File: config.mk
export PLATFORM = sky130hd
export DESIGN_NAME = bundle_decoder
export DESIGN_NICKNAME = d
export VERILOG_FILES = /design/src/rtl/bundle_decoder.sv
export SDC_FILE = /design/constraint.sdc
export NUM_CORES = 1
export LEC_CHECK = 0
export CORE_ASPECT_RATIO = 1.4
export CORE_MARGIN = 1
export CORE_UTILIZATION = 40
export DETAILED_ROUTE_END_ITERATION = 10
export GPL_TIMING_DRIVEN = 1
export PLACE_DENSITY_LB_ADDON = 0.2
export SLEW_MARGIN = 5
export SYNTH_ARGS = -nofsm -noshare
export SYNTH_HDL_FRONTEND = slang
export SYNTH_SLANG_ARGS = --single-unit
File: constraint.sdc
create_clock -name clk -period 2.86 [get_ports clk]
set_input_delay 0.286 -clock clk [delete_from_list [all_inputs] [get_ports clk]]
set_output_delay 0.286 -clock clk [all_outputs]
set_load 0.005 [all_outputs]
File: src/rtl/bundle_decoder.sv
// Receiving end of a NAND-multiplexed bundle: counts excited wires LANES at a time, then threshold-decodes.
// Define BUNDLE_DECODER_STATS_EN to add saturating decoded/ambiguous result counters.
module bundle_decoder #(
  parameter int N         = 10,
  parameter int LANES     = 4,
  parameter int THRESH_HI = 7,
  parameter int THRESH_LO = 3,
  parameter int CW        = $clog2(N + 1)
) (
  input  logic          clk,
  input  logic          reset_n,
  input  logic [N-1:0]  z_i,
  input  logic          valid_i,
  output logic          ready_o,
  output logic          bit_o,
  output logic [CW-1:0] count_o,
  output logic          ambiguous_o,
  output logic          valid_o,
`ifdef BUNDLE_DECODER_STATS_EN
  output logic [15:0]   decoded_cnt_o,
  output logic [15:0]   ambiguous_cnt_o,
  input  logic          ready_i
`else
  input  logic          ready_i
`endif
);

  localparam int K  = (N + LANES - 1) / LANES;
  localparam int SW = K * LANES;
  localparam int IW = (K > 1) ? $clog2(K) : 1;

  if (N < 2 || LANES < 1 || LANES > N || THRESH_LO >= THRESH_HI || THRESH_HI > N) begin : g_bad_params
    $error("bundle_decoder: illegal parameters N=%0d LANES=%0d THRESH_LO=%0d THRESH_HI=%0d",
           N, LANES, THRESH_LO, THRESH_HI);
  end

  typedef enum logic [1:0] {IDLE, COUNT, COMPARE, OUTPUT} state_t;

  state_t        state_q, state_d;
  logic [SW-1:0] shift_q;
  logic [CW-1:0] acc_q;
  logic [IW-1:0] idx_q;
  logic [CW-1:0] lane_sum;
  logic          last_chunk;
  logic          dec_bit;
  logic          dec_amb;
  logic [CW:0]   acc_x2;

  assign ready_o    = (state_q == IDLE);
  assign last_chunk = (idx_q == IW'(K - 1));
  assign acc_x2     = {acc_q, 1'b0};

  // Padding bits above N are loaded as zero, so summing every lane is safe.
  always_comb begin
    lane_sum = '0;
    for (int i = 0; i < LANES; i++) begin
      lane_sum = lane_sum + CW'(shift_q[i]);
    end
  end

  always_comb begin
    dec_bit = 1'b0;
    dec_amb = 1'b0;
    if (acc_q >= CW'(THRESH_HI)) begin
      dec_bit = 1'b1;
    end else if (acc_q > CW'(THRESH_LO)) begin
      dec_amb = 1'b1;
      dec_bit = (acc_x2 > (CW+1)'(N));
    end
  end

  always_ff @(posedge clk) begin
    if (!reset_n) state_q <= IDLE;
    else          state_q <= state_d;
  end

  always_comb begin
    state_d = state_q;
    case (state_q)
      IDLE:    if (valid_i) state_d = COUNT;
      COUNT:   if (last_chunk) state_d = COMPARE;
      COMPARE: state_d = OUTPUT;
      OUTPUT:  if (ready_i) state_d = IDLE;
      default: state_d = IDLE;
    endcase
  end

  always_ff @(posedge clk) begin
    if (!reset_n) begin
      shift_q     <= '0;
      acc_q       <= '0;
      idx_q       <= '0;
      valid_o     <= 1'b0;
      bit_o       <= 1'b0;
      count_o     <= '0;
      ambiguous_o <= 1'b0;
    end else begin
      case (state_q)
        IDLE: begin
          if (valid_i) begin
            shift_q <= SW'(z_i);
            acc_q   <= '0;
            idx_q   <= '0;
          end
        end
        COUNT: begin
          acc_q   <= acc_q + lane_sum;
          shift_q <= shift_q >> LANES;
          idx_q   <= idx_q + IW'(1);
        end
        COMPARE: begin
          bit_o       <= dec_bit;
          ambiguous_o <= dec_amb;
          count_o     <= acc_q;
          valid_o     <= 1'b1;
        end
        OUTPUT: begin
          if (ready_i) valid_o <= 1'b0;
        end
        default: ;
      endcase
    end
  end

`ifdef BUNDLE_DECODER_STATS_EN
  // Counters advance on the result handshake and stick at all-ones.
  always_ff @(posedge clk) begin
    if (!reset_n) begin
      decoded_cnt_o   <= '0;
      ambiguous_cnt_o <= '0;
    end else if (state_q == OUTPUT && ready_i) begin
      if (decoded_cnt_o != 16'hFFFF) decoded_cnt_o <= decoded_cnt_o + 16'd1;
      if (ambiguous_o && ambiguous_cnt_o != 16'hFFFF) ambiguous_cnt_o <= ambiguous_cnt_o + 16'd1;
    end
  end
`endif

endmodule

# Yosys cells after proc, flatten, opt, wreduce, memory -nomap -nowiden
# Index checks and enable logic that the tools add are counted.
[word_totals] regBits=27 word_cells=45 inputBits=14
[op_classes] n_lt_le_gt_ge=3 reduce_logical=6 n_eq_ne=7 n_mux=16 add_sub_neg=5
[op_table] op="case mux 12 bit (2 select lines)" n=1
[op_table] op="2-to-1 mux 12 bit" n=1
[op_table] op="2-to-1 mux 2 bit" n=4
[op_table] op="case mux 2 bit (4 select lines)" n=1
[op_table] op="case mux 4 bit (2 select lines)" n=1
[op_table] op="equality test 2 bit (second input constant)" n=3
[op_table] op="inequality test 2 bit (second input constant)" n=3
[op_table] op="greater-than comparator 5 x 4 -> 1 bit (second input constant)" n=1
[op_table] op="2-to-1 mux 1 bit" n=5
[op_table] op="adder 3 x 1 -> 4 bit" n=1
[op_table] op="adder 4 bit" n=1
[op_table] op=">= comparator 4 x 3 -> 1 bit (second input constant)" n=1
[op_table] op="greater-than comparator 4 x 2 -> 1 bit (second input constant)" n=1
[op_table] op="2-to-1 mux 4 bit" n=1
[op_table] op="case mux 2 bit (2 select lines)" n=1
[op_table] op="AND reduction 2 bit" n=2
[op_table] op="nonzero test 2 bit" n=2
[op_table] op="adder 2 x 1 -> 3 bit" n=1
[op_table] op="AND reduction 3 bit" n=1
[op_table] op="adder 1 x 1 -> 2 bit" n=1
[op_table] op="adder 2 x 1 -> 2 bit (second input constant)" n=1
[op_table] op="equality test 2 x 1 -> 1 bit (second input constant)" n=1
[op_table] op="logical NOT 2 bit" n=1
[op_table] op="case mux 1 bit (2 select lines)" n=1

# Depth between registers and ports, before layout
# Gate-level depths: netlist of the first run.
[depth] word_depth=5 ltp_mapped=9 depth_no_buf=9

# Least setup slack after synthesis of the first run
# OpenSTA, ideal clock, no wires.
[synth_path] path_type="register -> register" start="register shift_q[0]" end="register acc_q[1]" path_stages_with_launch=8 required_ps=2742 arrival_time_ps=1925 slack_ps=817 path_buffers=0 setup_ps=118 path_cell_list="dfxtp_1 fa_1 inv_1 fa_1 inv_1 fa_1 a32oi_1 nor2b_1"
[synth_between] elab_chain_cells=5
[synth_rtl] item="start, declared" line="40" text="logic [SW-1:0] shift_q;"
[synth_rtl] item="start signal, assigned" line="101" text="shift_q <= SW'(z_i);"
[synth_rtl] item="start signal, assigned" line="108" text="shift_q <= shift_q >> LANES;"
[synth_rtl] item="adder 1 x 1 -> 2 bit" line="57" text="lane_sum = lane_sum + CW'(shift_q[i]);"
[synth_rtl] item="adder 2 x 1 -> 3 bit" line="57"
[synth_rtl] item="adder 3 x 1 -> 4 bit" line="57"
[synth_rtl] item="adder 4 bit" line="107" text="acc_q <= acc_q + lane_sum;"
[synth_rtl] item="case mux 4 bit (2 select lines)" line="98" text="case (state_q)"
[synth_rtl] item="end signal, assigned" line="107"
[synth_rtl] item="end, declared" line="41" text="logic [CW-1:0] acc_q;"
# No other way between the ends.
# A chain may end at the register's enable or synchronous reset.

# Worst setup path in the final report of the first run
# Same ends and word-level chain as after synthesis.

==> run summary, run 1 <==
Routability-driven placement congestion ratio -> 0.726
Critical Path Sink Type -> flip-flop
Final worst path period need -> 2.15 ns
Sequential area share after synthesis -> 39.0%
Ys flop type -> dfxtp_1
Core area -> 3090 um^2
# placed instances -> 184
Slowest cell on the critical path -> fa_1
CTS Buf Count -> 3
Vias in the first global route -> 971
Lkg Pwr -> 0.632 nW
Yosys reg bits -> 25
Multi-input logic area -> 706 um^2
Die area -> 3440 um^2
Longest Clk Path Bufs -> 2
Root Buffer -> clkbuf_8
Relative slew slack -> 43.7%
Register Area -> 500 um^2
ANT nets after route -> 0
Max Fclk -> 0.466 GHz
Final wirelength -> 2.43 mm
Avg WL per Cell -> 12.9 um
Hold_ws -> 0.458 ns
Total track usage -> 15.8%
Hold-fix buffers at CTS -> 0
Synthesis-to-finish area growth -> 20.3%
Worst path max stage delay -> 0.54 ns
FILL cells -> 293
Ratio of cells with drive above 1 in the final layout -> 4.70%
Post-layout instance area -> 1540 um^2
RSZ-0062 raised after global routing -> no
CP arrival -> 2.30 ns
Post-synth EDFFs -> 0
Hold path cells -> 2
CP dominant cell by count -> fa_1
Reg clk slew, reported paths -> 0.08 ns
Clk_skew -> 0.00173 ns
H-tree depth -> 1
PortBufs -> 21
Critical path required time -> 3.01 ns
Resized cells post-CTS -> 0
Final nets -> 173
R2R cell count -> 7
Crit share post-route -> 75.0%
Tightest Hold Check Type -> reg -> reg
Initial drt markers -> 20
Crit Path Category -> reg -> reg
Antenna violations before repair -> 0
First-pass GRT wire length -> 4.36 mm
Synthesized area per cell -> 9.80 um^2
Worst skew pair latency -> 0.26 ns
CTS tree -> done
CP Launch Type -> flip-flop
I/O Pins -> 22
DIE HEIGHT -> 69.0 um
Syn_nets -> 154
Largest net degree at the start of global routing -> 28
Cell Count, Final, Fillers Out -> 188
Critical Path, Cell by Cell -> fa_1 -> inv_1 -> fa_1 -> inv_1 -> fa_1 -> a32oi_1 -> nor2b_1
Final setup vio count -> 0
Antenna cell count -> 0
Width of the die -> 49.9 um
Placed Area -> 1500 um^2
Total number of vias -> 947
Worst-Margin Slew -> 0.844 ns
Via density -> 5.04
Peak VDD IR -> 668 uV
Status -> finished, final reports clean
Hpwl dp -> 1.66 mm
Syn Std Cell Area -> 1280 um^2
Fraction of registers with async set/reset -> 0%
DRC errors left -> 0
Final hold violations -> 0
Maximum capacitance violations -> 0
Setup TNS -> 0 ns
Crit-path max FO -> 2
Row count -> 24
Post-CTS setup buffer count -> 0
P per Cell Area -> 909 nW/um^2
Synth Warn # -> 0
Clock Sinks -> 25
Post-synthesis cell type count -> 32
Grt total ovfl -> 0
Starting density of the core -> 41.5%
Syn Inst Count -> 131
First drt pass iteration count -> 4
Max-slew violation count -> 0
## cells in the final DEF, fill, tap and decap left out
| cell | instances |
|---|---|
| fa_1 | 3 |
| clkdlybuf4s50_1 | 21 |
| mux2i_1 | 11 |
| nor2_1 | 2 |
| inv_1 | 8 |
| nor2b_4 | 1 |
| clkbuf_8 | 3 |
| o21ai_1 | 3 |
| nand4_1 | 1 |
| a21boi_1 | 5 |
| ha_1 | 6 |
| nand3b_1 | 4 |
| a22oi_1 | 1 |
| nand4b_1 | 2 |
| clkbuf_1 | 1 |
| nor2b_1 | 10 |
| nand2b_1 | 4 |
| o21ai_2 | 1 |
| nor2_4 | 1 |
| clkinv_1 | 1 |
| nand2_1 | 14 |
| nand3_1 | 2 |
| o2bb2ai_1 | 1 |
| a221oi_2 | 1 |
| a21oi_1 | 3 |
| dfxtp_1 | 25 |
| o21ai_0 | 1 |
| a32oi_1 | 1 |
| and2_1 | 3 |
| o211a_1 | 7 |
| o211ai_1 | 1 |
| o22ai_1 | 1 |
## power by group
part	total (mW)	internal [mW]	leakage (nW)	switching, mW
clock	0.203	0.0993	0.0228	0.104
sequential	0.515	0.449	0.204	0.0659
combinational	0.686	0.317	0.405	0.369
total	1.40	0.865	0.632	0.539
## area by class of cell
cell class / count / area share, %
clock buffers: 4 / 2.92
inverters: 9 / 2.19
multi-input cells: 90 / 45.7
flip-flops and latches: 25 / 32.4
well taps: 39 / 3.16
repair buffers: 21 / 13.6
## cell usage after synthesis, drive strengths merged, types with 4 or more instances
cell,instances,area share (%)
nand2,14,4.1
nor2b,11,5.9
a21boi,5,2.9
o211a,7,5.5
dfxtp,25,39
ha,6,5.8
o21ai,5,2.2
buf,4,2.5
inv,8,2.3
nand2b,4,1.9
mux2i,11,8.6
nand3b,4,2.3
## cell families after synthesis
group / count (synthesis) / share of synthesized area [%]
simple gates: 44 / 19.9
compound gates: 26 / 16.0
flops: 25 / 39.0
buf+inv: 16 / 6.04
mux: 11 / 8.58
fa+ha+maj: 9 / 10.5
## worst paths after layout
path / startpoint / end / slack (ns)
setup / recovery: shift_q[0]$_SDFFE_PN0P_ / acc_q[1]$_SDFFE_PN0P_ / 0.71
hold / removal: shift_q[7]$_SDFFE_PN0P_ / shift_q[7]$_SDFFE_PN0P_ / 0.46
setup reg to reg: shift_q[0]$_SDFFE_PN0P_ / acc_q[1]$_SDFFE_PN0P_ / 0.71
hold reg to reg: shift_q[7]$_SDFFE_PN0P_ / shift_q[7]$_SDFFE_PN0P_ / 0.46
## sequential cells by signal (all words and copies together) (netlist names)
signal	flops
acc_q	4
valid_o	1
count_o	4
state_q	2
bit_o	1
shift_q	10
idx_q	2
ambiguous_o	1
## through the flow
step                      power [mW]  setup slack (ns)  util, %
after CTS                       1.42             0.713     49.9
after global placement          1.20             0.776     48.5
after floorplan                 1.07             0.817        -
final                           1.40             0.715     49.9
after detailed placement        1.22             0.734     48.5
after global routing            1.55             0.537     49.9
## worst max-delay path: cells and delay by family (launching register included)
kind                     cells  cell delay (ns)
buffers and inverters        2             0.13
adder cells (fa/ha/maj)      3             1.31
flip-flops                   1             0.34
AND/OR/NAND/NOR              1             0.07
AO/OA/AOI/OAI                1             0.19
## per-layer routing
metal	track usage, %	vias up	wire length [um]
li1	-	481	-
met1	21.4	445	1150
met2	26.3	19	1180
met3	1.32	2	77
met4	4.76	0	25
met5	0	-	0
(Power assumes the default switching activity.)
==> run 2: changes to the inputs <==
==> constraint.sdc (replaced) <==
create_clock -name clk -period 1.75 [get_ports clk]
set_input_delay 0.175 -clock clk [delete_from_list [all_inputs] [get_ports clk]]
set_output_delay 0.175 -clock clk [all_outputs]
set_load 0.005 [all_outputs]
==> run 2 against run 1 <==
Effect of this change:
- the run now ends with setup timing left
- clock-buffer cell count down 1
- largest cell class unchanged
- flip-flop and latch count unchanged
- first-iteration DRC count increased by 20%
- sequential power rose by 65%
- final area increased by 3.9%
==> run summary, run 2 (synthesis gave the netlist of run 1 again) <==
Post-CTS setup buffer count -> 0 (unchanged)
Reg clk slew, reported paths -> 0.09 ns (about the same)
Worst path buffer plus inverter count -> 2 (unchanged)
Cell family with the largest share of critical-path delay -> adder cells
Core area -> 3090 um^2 (unchanged)
Failing checks -> setup timing
Final nets -> 177 (+2.3%)
Crit Path Category -> reg -> reg
Hpwl dp -> 1.82 mm (+9.7%)
Worst skew pair latency -> 0.27 ns (about the same)
PnR Total Power -> 2.45 mW (+75%)
Most frequent cells in the layout -> 23 x dfxtp_1, 21 x clkdlybuf4s50_1, 14 x nand2_1, 11 x mux2i_1, 10 x nor2b_1
Sequential share of power -> 34.7% (-2.0 points)
Worst reg2reg setup slack -> -0.33 ns (-1.05 ns)
Synthesis-to-finish area growth -> 25.0%
Worst r2r src -> shift_q[0]$_SDFFE_PN0P_
Critical Path, Cell by Cell -> fa_1 -> inv_2 -> fa_2 -> inv_2 -> fa_1 -> a32oi_1 -> nor2b_1
R2R cell count -> 7 (unchanged)
Width of the die -> 49.9 um (unchanged)
CP arrival -> 2.25 ns (-0.05 ns)
CTS tree -> done
Max Fclk -> 0.480 GHz (+2.9%)
Status -> complete, but fails checks
I/O Pins -> 22 (unchanged)
CP Launch Type -> flip-flop
Clock network power share -> 14.2% (-0.3 points)
Avg WL per Cell -> 12.9 um (-0.27%)
Critical path required time -> 1.92 ns (-1.09 ns)
CTS Buf Count -> 3 (unchanged)
H-tree depth -> 1 (unchanged)
Setup TNS -> -0.603 ns (-0.603 ns)
Maximum capacitance violations -> 0 (unchanged)
Hold_ws -> 0.453 ns (-0.00499 ns)
Final worst path period need -> 2.08 ns (-0.0612 ns)
FILL cells -> 294 (+0.34%)
Slowest cell on the critical path -> fa_1
Starting density of the core -> 41.5% (unchanged)
Largest net degree at the start of global routing -> 28 (unchanged)
Initial drt markers -> 24 (+20%)
Most common cell after layout, fill and taps aside -> dfxtp_1
DIE HEIGHT -> 69.0 um (unchanged)
Final worst setup slack -> -0.334 ns (-1.05 ns)
Routability-driven placement congestion ratio -> 0.774 (+6.7%)
First drt pass iteration count -> 4 (unchanged)
Die area -> 3440 um^2 (unchanged)
Vias in the first global route -> 1049 (+8.0%)
Worst path max stage delay -> 0.55 ns (about the same)
Critical Path Sink Type -> flip-flop
Final setup vio count -> 3 (+3)
DRC errors left -> 0 (unchanged)
Levels on crit path -> 7 (unchanged)
First-pass GRT wire length -> 4.47 mm (+2.5%)
CP Launch Point -> shift_q[0]$_SDFFE_PN0P_
RSZ-0062 raised after global routing -> yes
Row count -> 24 (unchanged)
Peak VDD IR -> 930 uV (+39%)
Largest registers -> shift_q (10), acc_q (4), count_o (4)
Root Buffer -> clkbuf_8
Hold-fix buffers at CTS -> 0 (unchanged)
Longest Clk Path Bufs -> 2 (unchanged)
Via density -> 5.10 (+1.3%)
Ratio of cells with drive above 1 in the final layout -> 12.4% (+7.7 points)
Total number of vias -> 980 (+3.5%)
Clk_skew -> 0.00698 ns (+0.00525 ns)
Reg-to-reg endpoint -> acc_q[1]$_SDFFE_PN0P_
Largest Register -> shift_q
PortBufs -> 21 (unchanged)
ANT nets after route -> 0 (unchanged)
Max-slew violation count -> 0 (unchanged)
Crit-path max FO -> 2 (unchanged)
Final core occ -> 51.9% (+1.9 points)
Grt total ovfl -> 0 (unchanged)
Pint -> 1.51 mW (+74%)
Clock Sinks -> 25 (unchanged)
Net Sw Frac -> 38.6% (+0.16 points)
Total track usage -> 16.6% (+0.74 points)
Max reg flops -> 10 (unchanged)
P per Cell Area -> 1530 nW/um^2 (+68%)
Antenna violations before repair -> 0 (unchanged)
Net Switching -> 0.946 mW (+75%)
Crit share post-route -> 119% (+44 points)
Relative slew slack -> 70.8% (+27 points)
CP endpoint -> acc_q[1]$_SDFFE_PN0P_
Antenna cell count -> 0 (unchanged)
Worst-Margin Slew -> 0.437 ns (-0.407 ns)
Final wirelength -> 2.47 mm (+1.9%)
Lkg Pwr -> 0.652 nW (+3.3%)
Comb pwr share -> 51.1% (+2.2 points)
Final hold violations -> 0 (unchanged)
Tightest Hold Check Type -> reg -> reg
run 2: cell count changes in the layout (fill, tap and decap cells not counted), moves of 2 or more:
| cell | change |
|---|---|
| buf_4 | +3 |
| dfxtp_1 | -2 |
| dfxtp_2 | +2 |
| inv_1 | -2 |
| inv_2 | +2 |
run 2: layer usage:
layer / routed length (um) / part of all wire, % / track usage (%) / up-vias
li1: - / - / - / 494
met1: 1100 / 45 / 19.0 / 464
met2: 1280 / 52 / 30.3 / 18
met3: 54 / 2.2 / 1.55 / 4
met4: 40 / 1.6 / 6.67 / 0
met5: 0 / 0 / 0 / -
run 2: metrics by stage:
| stage | area, um^2 | setup WS [ns] | std cells |
|---|---|---|---|
| after CTS | 1590 | -0.332 | 192 |
| after global placement | 1540 | -0.295 | 188 |
| after global routing | 1600 | -0.426 | 192 |
| final | 1600 | -0.334 | 192 |
| after detailed placement | 1540 | -0.349 | 188 |
| after floorplan | 1290 | -0.262 | 131 |
run 2: area by class of cell:
type,count,area (um^2),share of cell area (%)
flip-flops and latches,25,503,31.4
inverters,9,33.8,2.11
clock buffers,3,41.3,2.57
multi-input cells,90,717,44.7
clock inverters,1,7.51,0.468
repair buffers,25,253,15.8
well taps,39,48.8,3.04
run 2: worst min path at each step:
stage / from / to / depth (start not counted)
5_1_grt: shift_q[8]$_SDFFE_PN0P_ / shift_q[8]$_SDFFE_PN0P_ / 2
4_1_cts: shift_q[8]$_SDFFE_PN0P_ / shift_q[8]$_SDFFE_PN0P_ / 2
2_1_floorplan: z_i[6] / shift_q[6]$_SDFFE_PN0P_ / 2
3_5_place_dp: shift_q[8]$_SDFFE_PN0P_ / shift_q[8]$_SDFFE_PN0P_ / 2
6_report: shift_q[8]$_SDFFE_PN0P_ / shift_q[8]$_SDFFE_PN0P_ / 2
3_3_place_gp: shift_q[7]$_SDFFE_PN0P_ / shift_q[7]$_SDFFE_PN0P_ / 2
run 2: tightest hold or removal path: stages, from the launching register on:
cell,delay (ns)
dfxtp_1,0.32
nand2_1,0.05
a21boi_1,0.05
run 2: repair_timing:
item | in CTS | in global routing
resized for setup | 2 | 4
pin swaps | 2 | 0
gates cloned | 0 | 0
setup endpoints to repair | 4 | 5
run 2: power by group through the flow:
stage / combinational (mW) / clock [mW] / sequential, mW
global placement: 1.18 / 0 / 0.848
global route: 1.42 / 0.387 / 0.875
finish: 1.25 / 0.349 / 0.851
detailed placement: 1.22 / 0 / 0.862
floorplan: 0.919 / 0 / 0.834
CTS: 1.23 / 0.357 / 0.851
